$ cat config.mk
export PLATFORM = sky130hd
export DESIGN_NAME = fetch_pc_unit_flat
export DESIGN_NICKNAME = d
export VERILOG_FILES = /design/src/rtl/fetch_pkg.sv /design/src/rtl/fetch_pc_unit_if.sv /design/src/rtl/sat_counter.sv /design/src/rtl/fetch_pc_unit.sv /design/src/flat_wrapper.sv
export SDC_FILE = /design/constraint.sdc
export NUM_CORES = 1
export LEC_CHECK = 0
export ABC_AREA = 1
export CAP_MARGIN = 10
export CORE_ASPECT_RATIO = 1.4
export CORE_UTILIZATION = 35
export CTS_CLUSTER_DIAMETER = 150
export DETAILED_ROUTE_END_ITERATION = 16
export PLACE_DENSITY_LB_ADDON = 0.08
export SETUP_SLACK_MARGIN = 0.2
export SKIP_LAST_GASP = 1
export SYNTH_ARGS = -nofsm -noshare
export SYNTH_HDL_FRONTEND = slang
export SYNTH_SLANG_ARGS = --single-unit
$ cat constraint.sdc
create_clock -name clk -period 2 [get_ports clk]
set_input_delay 0.4 -clock clk [delete_from_list [all_inputs] [get_ports clk]]
set_output_delay 0.4 -clock clk [all_outputs]
set_load 0.01 [all_outputs]
$ cat src/rtl/fetch_pkg.sv
// Shared definitions for the fetch-stage PC unit.
// Contents: PC width, default reset address, FSM state encoding and the
// F->D prediction record layout carried into decode.
package fetch_pkg;

  localparam int          PC_W             = 32;
  localparam logic [31:0] RESET_PC_DEFAULT = 32'h0000_0000;

  // RECOVER marks the single cycle after a redirect in which the
  // predictor's outputs are stale and must not be trusted.
  typedef enum logic {
    RUN     = 1'b0,
    RECOVER = 1'b1
  } fetch_state_e;

  typedef struct packed {
    logic [PC_W-1:0] pc;
    logic [PC_W-1:0] pc_plus4;
    logic            pred_taken;
    logic            valid;
  } dec_rec_t;

endpackage

$ cat src/rtl/fetch_pc_unit_if.sv
// Bundle of every non-clock signal of the fetch PC unit.
// master: the surrounding pipeline (hazard unit, predictor, decode); it drives
//         stalls, predictions and branch resolution and observes the PC outputs.
// slave : the fetch PC unit itself.
interface fetch_pc_unit_if #(
  parameter int CNT_W = 16
) ();

  logic             stall_F;
  logic             stall_D;
  logic             pred_sel_F;
  logic [31:0]      pred_target_F;
  logic             branch_D;
  logic             mispred_taken_D;
  logic             mispred_not_taken_D;
  logic [31:0]      pc_branch_D;
  logic [31:0]      pc_F;
  logic [31:0]      pc_plus4_F;
  logic [31:0]      pc_D;
  logic [31:0]      pc_plus4_D;
  logic             pred_taken_D;
  logic             valid_D;
  logic             flush_D;
  logic [CNT_W-1:0] mispred_count;

  modport master (
    output stall_F, stall_D, pred_sel_F, pred_target_F, branch_D,
           mispred_taken_D, mispred_not_taken_D, pc_branch_D,
    input  pc_F, pc_plus4_F, pc_D, pc_plus4_D, pred_taken_D, valid_D,
           flush_D, mispred_count
  );

  modport slave (
    input  stall_F, stall_D, pred_sel_F, pred_target_F, branch_D,
           mispred_taken_D, mispred_not_taken_D, pc_branch_D,
    output pc_F, pc_plus4_F, pc_D, pc_plus4_D, pred_taken_D, valid_D,
           flush_D, mispred_count
  );

endinterface

$ cat src/rtl/sat_counter.sv
// Saturating up-counter.
// Ports: clk, rst_n (async active-low), inc (count enable), count (value).
// Holds at all-ones once reached; reusable for hit/lookup statistics.
module sat_counter #(
  parameter int W = 16
) (
  input  logic         clk,
  input  logic         rst_n,
  input  logic         inc,
  output logic [W-1:0] count
);

  always_ff @(posedge clk or negedge rst_n) begin
    if (!rst_n) begin
      count <= '0;
    end else if (inc && (count != {W{1'b1}})) begin
      count <= count + 1'b1;
    end
  end

endmodule

$ cat src/rtl/fetch_pc_unit.sv
// Fetch-stage program-counter unit.
// Ports: clk, rst_n (async active-low), bus (fetch_pc_unit_if.slave).
// Selects the next fetch PC (recovery > stall hold > predicted target > PC+4),
// keeps the F->D prediction record, raises flush_D on a redirect and counts
// redirects in a saturating counter.
import fetch_pkg::*;

module fetch_pc_unit #(
  parameter logic [31:0] RESET_PC = RESET_PC_DEFAULT,
  parameter int          CNT_W    = 16
) (
  input  logic           clk,
  input  logic           rst_n,
  fetch_pc_unit_if.slave bus
);

  logic [PC_W-1:0] pc_q;
  logic [PC_W-1:0] pc_plus4;
  logic [PC_W-1:0] pc_next;
  logic [PC_W-1:0] recover_pc;
  dec_rec_t        dec_q;
  fetch_state_e    state;
  logic            redirect;
  logic            pred_ok;

  // The predictor drives its mispredict flags from state when decode holds
  // no branch, so branch_D qualifies them; a stalled decode cannot redirect.
  assign redirect   = bus.branch_D & ~bus.stall_D &
                      (bus.mispred_taken_D | bus.mispred_not_taken_D);
  assign recover_pc = bus.mispred_taken_D ? bus.pc_branch_D : dec_q.pc_plus4;
  // The predictor is updated on the redirect edge, so its output in the
  // following cycle describes the old state and is ignored.
  assign pred_ok    = bus.pred_sel_F & (state == RUN);
  assign pc_plus4   = pc_q + 32'd4;

  always_comb begin
    pc_next = pc_plus4;
    if (redirect) begin
      pc_next = recover_pc;
    end else if (bus.stall_F) begin
      pc_next = pc_q;
    end else if (pred_ok) begin
      pc_next = bus.pred_target_F;
    end
  end

  // Fetch stage: PC register
  always_ff @(posedge clk or negedge rst_n) begin
    if (!rst_n) begin
      pc_q <= RESET_PC;
    end else begin
      pc_q <= pc_next;
    end
  end

  // F->D boundary: a stalled fetch loads an invalid record (bubble)
  always_ff @(posedge clk or negedge rst_n) begin
    if (!rst_n) begin
      dec_q <= '0;
    end else if (redirect) begin
      dec_q <= '0;
    end else if (!bus.stall_D) begin
      dec_q <= '{pc: pc_q, pc_plus4: pc_plus4, pred_taken: pred_ok,
                 valid: ~bus.stall_F};
    end
  end

  always_ff @(posedge clk or negedge rst_n) begin
    if (!rst_n) begin
      state <= RUN;
    end else begin
      case (state)
        RUN:     state <= redirect ? RECOVER : RUN;
        RECOVER: state <= redirect ? RECOVER : RUN;
        default: state <= RUN;
      endcase
    end
  end

  sat_counter #(.W(CNT_W)) u_mispred_cnt (
    .clk   (clk),
    .rst_n (rst_n),
    .inc   (redirect),
    .count (bus.mispred_count)
  );

  assign bus.pc_F         = pc_q;
  assign bus.pc_plus4_F   = pc_plus4;
  assign bus.pc_D         = dec_q.pc;
  assign bus.pc_plus4_D   = dec_q.pc_plus4;
  assign bus.pred_taken_D = dec_q.pred_taken;
  assign bus.valid_D      = dec_q.valid;
  assign bus.flush_D      = redirect;

endmodule

$ cat src/flat_wrapper.sv
// flat-port wrapper written by rule: the top's interface ports become plain ports
module fetch_pc_unit_flat 
#(
  parameter logic [31:0] RESET_PC = RESET_PC_DEFAULT,
  parameter int          CNT_W    = 16
)
  (clk, rst_n, bus_stall_F, bus_stall_D, bus_pred_sel_F, bus_pred_target_F, bus_branch_D, bus_mispred_taken_D, bus_mispred_not_taken_D, bus_pc_branch_D, bus_pc_F, bus_pc_plus4_F, bus_pc_D, bus_pc_plus4_D, bus_pred_taken_D, bus_valid_D, bus_flush_D, bus_mispred_count);
  fetch_pc_unit_if #(.CNT_W(CNT_W)) bus_i ();
  input  logic clk;
  input  logic rst_n;
  input wire logic [$bits(bus_i.stall_F)-1:0] bus_stall_F;
  input wire logic [$bits(bus_i.stall_D)-1:0] bus_stall_D;
  input wire logic [$bits(bus_i.pred_sel_F)-1:0] bus_pred_sel_F;
  input wire logic [$bits(bus_i.pred_target_F)-1:0] bus_pred_target_F;
  input wire logic [$bits(bus_i.branch_D)-1:0] bus_branch_D;
  input wire logic [$bits(bus_i.mispred_taken_D)-1:0] bus_mispred_taken_D;
  input wire logic [$bits(bus_i.mispred_not_taken_D)-1:0] bus_mispred_not_taken_D;
  input wire logic [$bits(bus_i.pc_branch_D)-1:0] bus_pc_branch_D;
  output wire logic [$bits(bus_i.pc_F)-1:0] bus_pc_F;
  output wire logic [$bits(bus_i.pc_plus4_F)-1:0] bus_pc_plus4_F;
  output wire logic [$bits(bus_i.pc_D)-1:0] bus_pc_D;
  output wire logic [$bits(bus_i.pc_plus4_D)-1:0] bus_pc_plus4_D;
  output wire logic [$bits(bus_i.pred_taken_D)-1:0] bus_pred_taken_D;
  output wire logic [$bits(bus_i.valid_D)-1:0] bus_valid_D;
  output wire logic [$bits(bus_i.flush_D)-1:0] bus_flush_D;
  output wire logic [$bits(bus_i.mispred_count)-1:0] bus_mispred_count;
  assign bus_i.stall_F = bus_stall_F;
  assign bus_i.stall_D = bus_stall_D;
  assign bus_i.pred_sel_F = bus_pred_sel_F;
  assign bus_i.pred_target_F = bus_pred_target_F;
  assign bus_i.branch_D = bus_branch_D;
  assign bus_i.mispred_taken_D = bus_mispred_taken_D;
  assign bus_i.mispred_not_taken_D = bus_mispred_not_taken_D;
  assign bus_i.pc_branch_D = bus_pc_branch_D;
  assign bus_pc_F = bus_i.pc_F;
  assign bus_pc_plus4_F = bus_i.pc_plus4_F;
  assign bus_pc_D = bus_i.pc_D;
  assign bus_pc_plus4_D = bus_i.pc_plus4_D;
  assign bus_pred_taken_D = bus_i.pred_taken_D;
  assign bus_valid_D = bus_i.valid_D;
  assign bus_flush_D = bus_i.flush_D;
  assign bus_mispred_count = bus_i.mispred_count;
  fetch_pc_unit #(.RESET_PC(RESET_PC), .CNT_W(CNT_W)) u_core (.clk(clk), .rst_n(rst_n), .bus(bus_i));
endmodule
==> flow_summary.toml, run 1 <==
[run_status]
status = "finished with violations"
violations = "setup timing"

[flow_run]
maxCapViolCount = 0

[synthesis]
synth_seq_area_share = 0.449
yosysTopAreaCell = "dfrtp_1"
ys_types = 32
syn_inst = 856
syn-cell-area_sq_um = 6300
synth.top_cell.area_share = 0.449
syn_nets = 930
yosysWarnings = 0
synth_area_leaders = "dfrtp_1, nand2_1, o21ai_0"
synth_area_per_cell_sq_um = 7.36
ys_seq_elements = 113

[critical_path]
start_kind = "register"
path_class = "register to output pin"
arrival_ns = 1.96
cp_top_family = "buffers and inverters"
critical_path_required_ns = 1.60
cpPeakStageDelay_ns = 0.41
slowest_stage = "dfrtp_1"
crit_fanout = 3
path_cells = "buf_6 -> nand3_2 -> nor2_4 -> buf_4 -> buf_4 -> xor2_1 -> buf_4 -> clkdlybuf4s15_2"
timing.critical_path.buf_inv = 5
worst_path_most_repeated_cell = "buf_4"
critPathCaptureType = "output pin"

[place]
port-buffer-count = 218
preCtsSetupSlack_ns = -0.328
routabilityCongestion = 0.926
dp.cells = 1376
dpl.hpwl_mm = 17.3

[floorplan]
die_w_um = 115
die_area_sq_um = 18500
num_rows = 57
io_pins = 219
die_y_um = 161
start_util = 0.360
design.core.area_sq_um = 17500

[sta]
finalHoldViolations = 0
slew_viol_final = 0
final.setup.worst_slack_ns = -0.361
fin_setup_tns_ns = -6.82
fmax_mhz = 424
rsz0062_at_grt = "yes"
slew_headroom = 0.670
tightestPinTransition_ns = 0.495
period_share = 1.18
setup_viol = 26
period_minus_slack_ns = 2.36
skew_ns = 0.00793

[power_and_ir_drop]
pwr_density_cell_nw_per_um2 = 903
ir_drop_mv = 0.478
finalPower_mw = 9.87
p_leak_nw = 5.39

[drt]
antenna_left = 0
vias_per_cell = 4.73
wl_mm = 24.7
drt_pre_antenna_iters = 5
vias = 6896
drt_iter0_markers = 335
drc = 0
avgRoutedWirePerCell_um = 16.9

[clock_tree]
cts_buffers = 17
cts_max_level = 4
root_buffer = "clkbuf_16"
clk_latency_ns = 0.42
cts.clk_slew.worst_paths_ns = 0.06
cts_sinks = 113
cts_tree = "built"
cts_max_path_buffers = 2

[layout]
layout-drive-gt1-share = 0.262
final_core_util = 0.625
final_cells = 1459
diodes = 0
nNetsFinal = 1284
area_growth_pct = 73.5

[global_route]
grt_max_degree = 59
antenna_found_initial = 0
grt_pass1_wl_mm = 36.3
grt_pass1_vias = 6808
grt_util_all_layers = 0.261
gr-total-overflow = 0

[worst_hold_path]
hold_path_class = "primary input to asynchronous set/reset pin"
[cell usage after synthesis]
cell / count
a21oi_1: 54
a22o_1: 4
a22oi_1: 4
a31oi_1: 2
and2_1: 5
buf_1: 3
buf_2: 15
buf_4: 4
clkbuf_1: 15
dfrtp_1: 113
ha_1: 2
inv_1: 80
inv_2: 1
nand2_1: 301
nand2_2: 11
nand2_4: 1
nand3_1: 29
nand4_1: 2
nor2_1: 70
nor2_2: 9
nor2_4: 7
nor2_8: 2
nor3_1: 5
nor3_2: 1
o211ai_1: 1
o21ai_0: 76
o21ai_1: 8
o21ai_2: 1
o22ai_1: 2
xnor2_1: 1
xor2_1: 20
xor2_2: 7
[area by class of cell]
type	count	area (sq um)
fillers	1577	6550
repair buffers	372	3530
multi-input cells	625	3350
flip-flops and latches	113	2830
clock buffers	19	443
inverters	81	307
well taps	236	295
clock inverters	13	163
[power by group]
part / total [mW] / internal (mW) / switching [mW]
sequential: 3.01 / 2.68 / 0.324
clock: 3.10 / 1.99 / 1.12
combinational: 3.76 / 1.94 / 1.82
total: 9.87 / 6.60 / 3.26
[layout by cell type (no fill, tap or decap), types with 4 or more instances in the layout]
| master | netlist | layout |
|---|---|---|
| nand2_1 | 301 | 278 |
| a21oi_2 | 0 | 8 |
| nor2_1 | 70 | 62 |
| clkinvlp_4 | 0 | 6 |
| xor2_2 | 7 | 5 |
| o21ai_0 | 76 | 70 |
| xor2_4 | 0 | 6 |
| clkdlybuf4s15_1 | 0 | 5 |
| a22o_1 | 4 | 4 |
| buf_2 | 15 | 13 |
| o21ai_1 | 8 | 13 |
| buf_6 | 0 | 29 |
| xor2_1 | 20 | 16 |
| nand2_4 | 1 | 7 |
| a22oi_1 | 4 | 4 |
| buf_12 | 0 | 11 |
| clkbuf_16 | 0 | 20 |
| dlygate4sd2_1 | 0 | 28 |
| and2_4 | 0 | 5 |
| nand3_1 | 29 | 21 |
| dlymetal6s2s_1 | 0 | 14 |
| buf_4 | 4 | 124 |
| nor2_2 | 9 | 10 |
| inv_1 | 80 | 78 |
| nand3_2 | 0 | 8 |
| nand2_2 | 11 | 28 |
| nor3_1 | 5 | 5 |
| nor2_4 | 7 | 14 |
| clkdlybuf4s50_1 | 0 | 137 |
| a21oi_1 | 54 | 46 |
| dfrtp_1 | 113 | 111 |
[final timing paths]
kind / end / from / cells past startpoint / slack [ns]
setup / recovery: bus_pc_plus4_F[7] / u_core.bus.pc_F[2] / 8 / -0.36
max in group asynchronous: u_core.bus.pc_F[3] / rst_n / 3 / 0.98
hold / removal: u_core.bus.pc_D[6] / rst_n / 2 / 0.41
hold reg to reg: u_core.bus.pc_D[6] / u_core.bus.pc_D[6] / 2 / 0.48
min in group clk: u_core.bus.pc_D[6] / u_core.bus.pc_D[6] / 2 / 0.48
setup reg to reg: u_core.bus.pc_F[12] / u_core.bus.pc_F[2] / 12 / 0.10
[cell families (layout without fill, tap and decap cells)]
kind of cell,count (synthesis),in the layout,synth area share
AOI/OAI and AO/OA,152,152,0.127
xor gates and xnor gates,28,28,0.0473
adders and majority gates,2,2,0.00397
and+or+nand+nor,443,443,0.297
DFF,113,113,0.449
buffers and inverters,118,485,0.0757
[routing by layer]
| layer | wire, um | GRT usage | share of wire | up-vias |
|---|---|---|---|---|
| met3 | 1160 | 0.0438 | 0.047 | 45 |
| met2 | 12700 | 0.451 | 0.52 | 230 |
| met1 | 10100 | 0.321 | 0.41 | 3220 |
| met5 | 0 | 0 | 0 | - |
| met4 | 680 | 0.0986 | 0.028 | 0 |
| li1 | - | - | - | 3401 |
[what timing repair did]
action                                 in CTS  in global routing
endpoints found under the hold margin      16                  0
gates cloned                                0                  4
gates resized for setup                   188                102
setup endpoints to repair                  68                 78
hold buffers                                1                  0
buffers inserted                           35                 11
pin swaps                                  26                 46
[flip-flops by register name, indices dropped and copies added (netlist names)]
name	flops
u_core.bus.pc_D	30
u_core.bus.pc_F	32
u_core.bus.pc_plus4_D	32
u_core.bus.pred_taken_D	1
u_core.bus.valid_D	1
u_core.state	1
u_core.u_mispred_cnt.count	16
[per-stage QoR]
step                hold WS (ns)  instance area [sq um]
CTS                        0.408                  10400
global placement           0.303                   9490
detailed placement         0.302                   9490
floorplan                  0.104                   6300
global route               0.420                  10900
finish                     0.406                  10900
Power figures use the tool's default switching activity.
==> run 2: changes to the inputs <==
--- a/config.mk
+++ b/config.mk
@@ -14,6 +14,7 @@
 export PLACE_DENSITY_LB_ADDON = 0.08
 export SETUP_SLACK_MARGIN = 0.2
 export SKIP_LAST_GASP = 1
+export SLEW_MARGIN = 30
 export SYNTH_ARGS = -nofsm -noshare
 export SYNTH_HDL_FRONTEND = slang
 export SYNTH_SLANG_ARGS = --single-unit
==> results of run 2 <==
The final DEF is identical to that of run 1; final timing and power are the same.
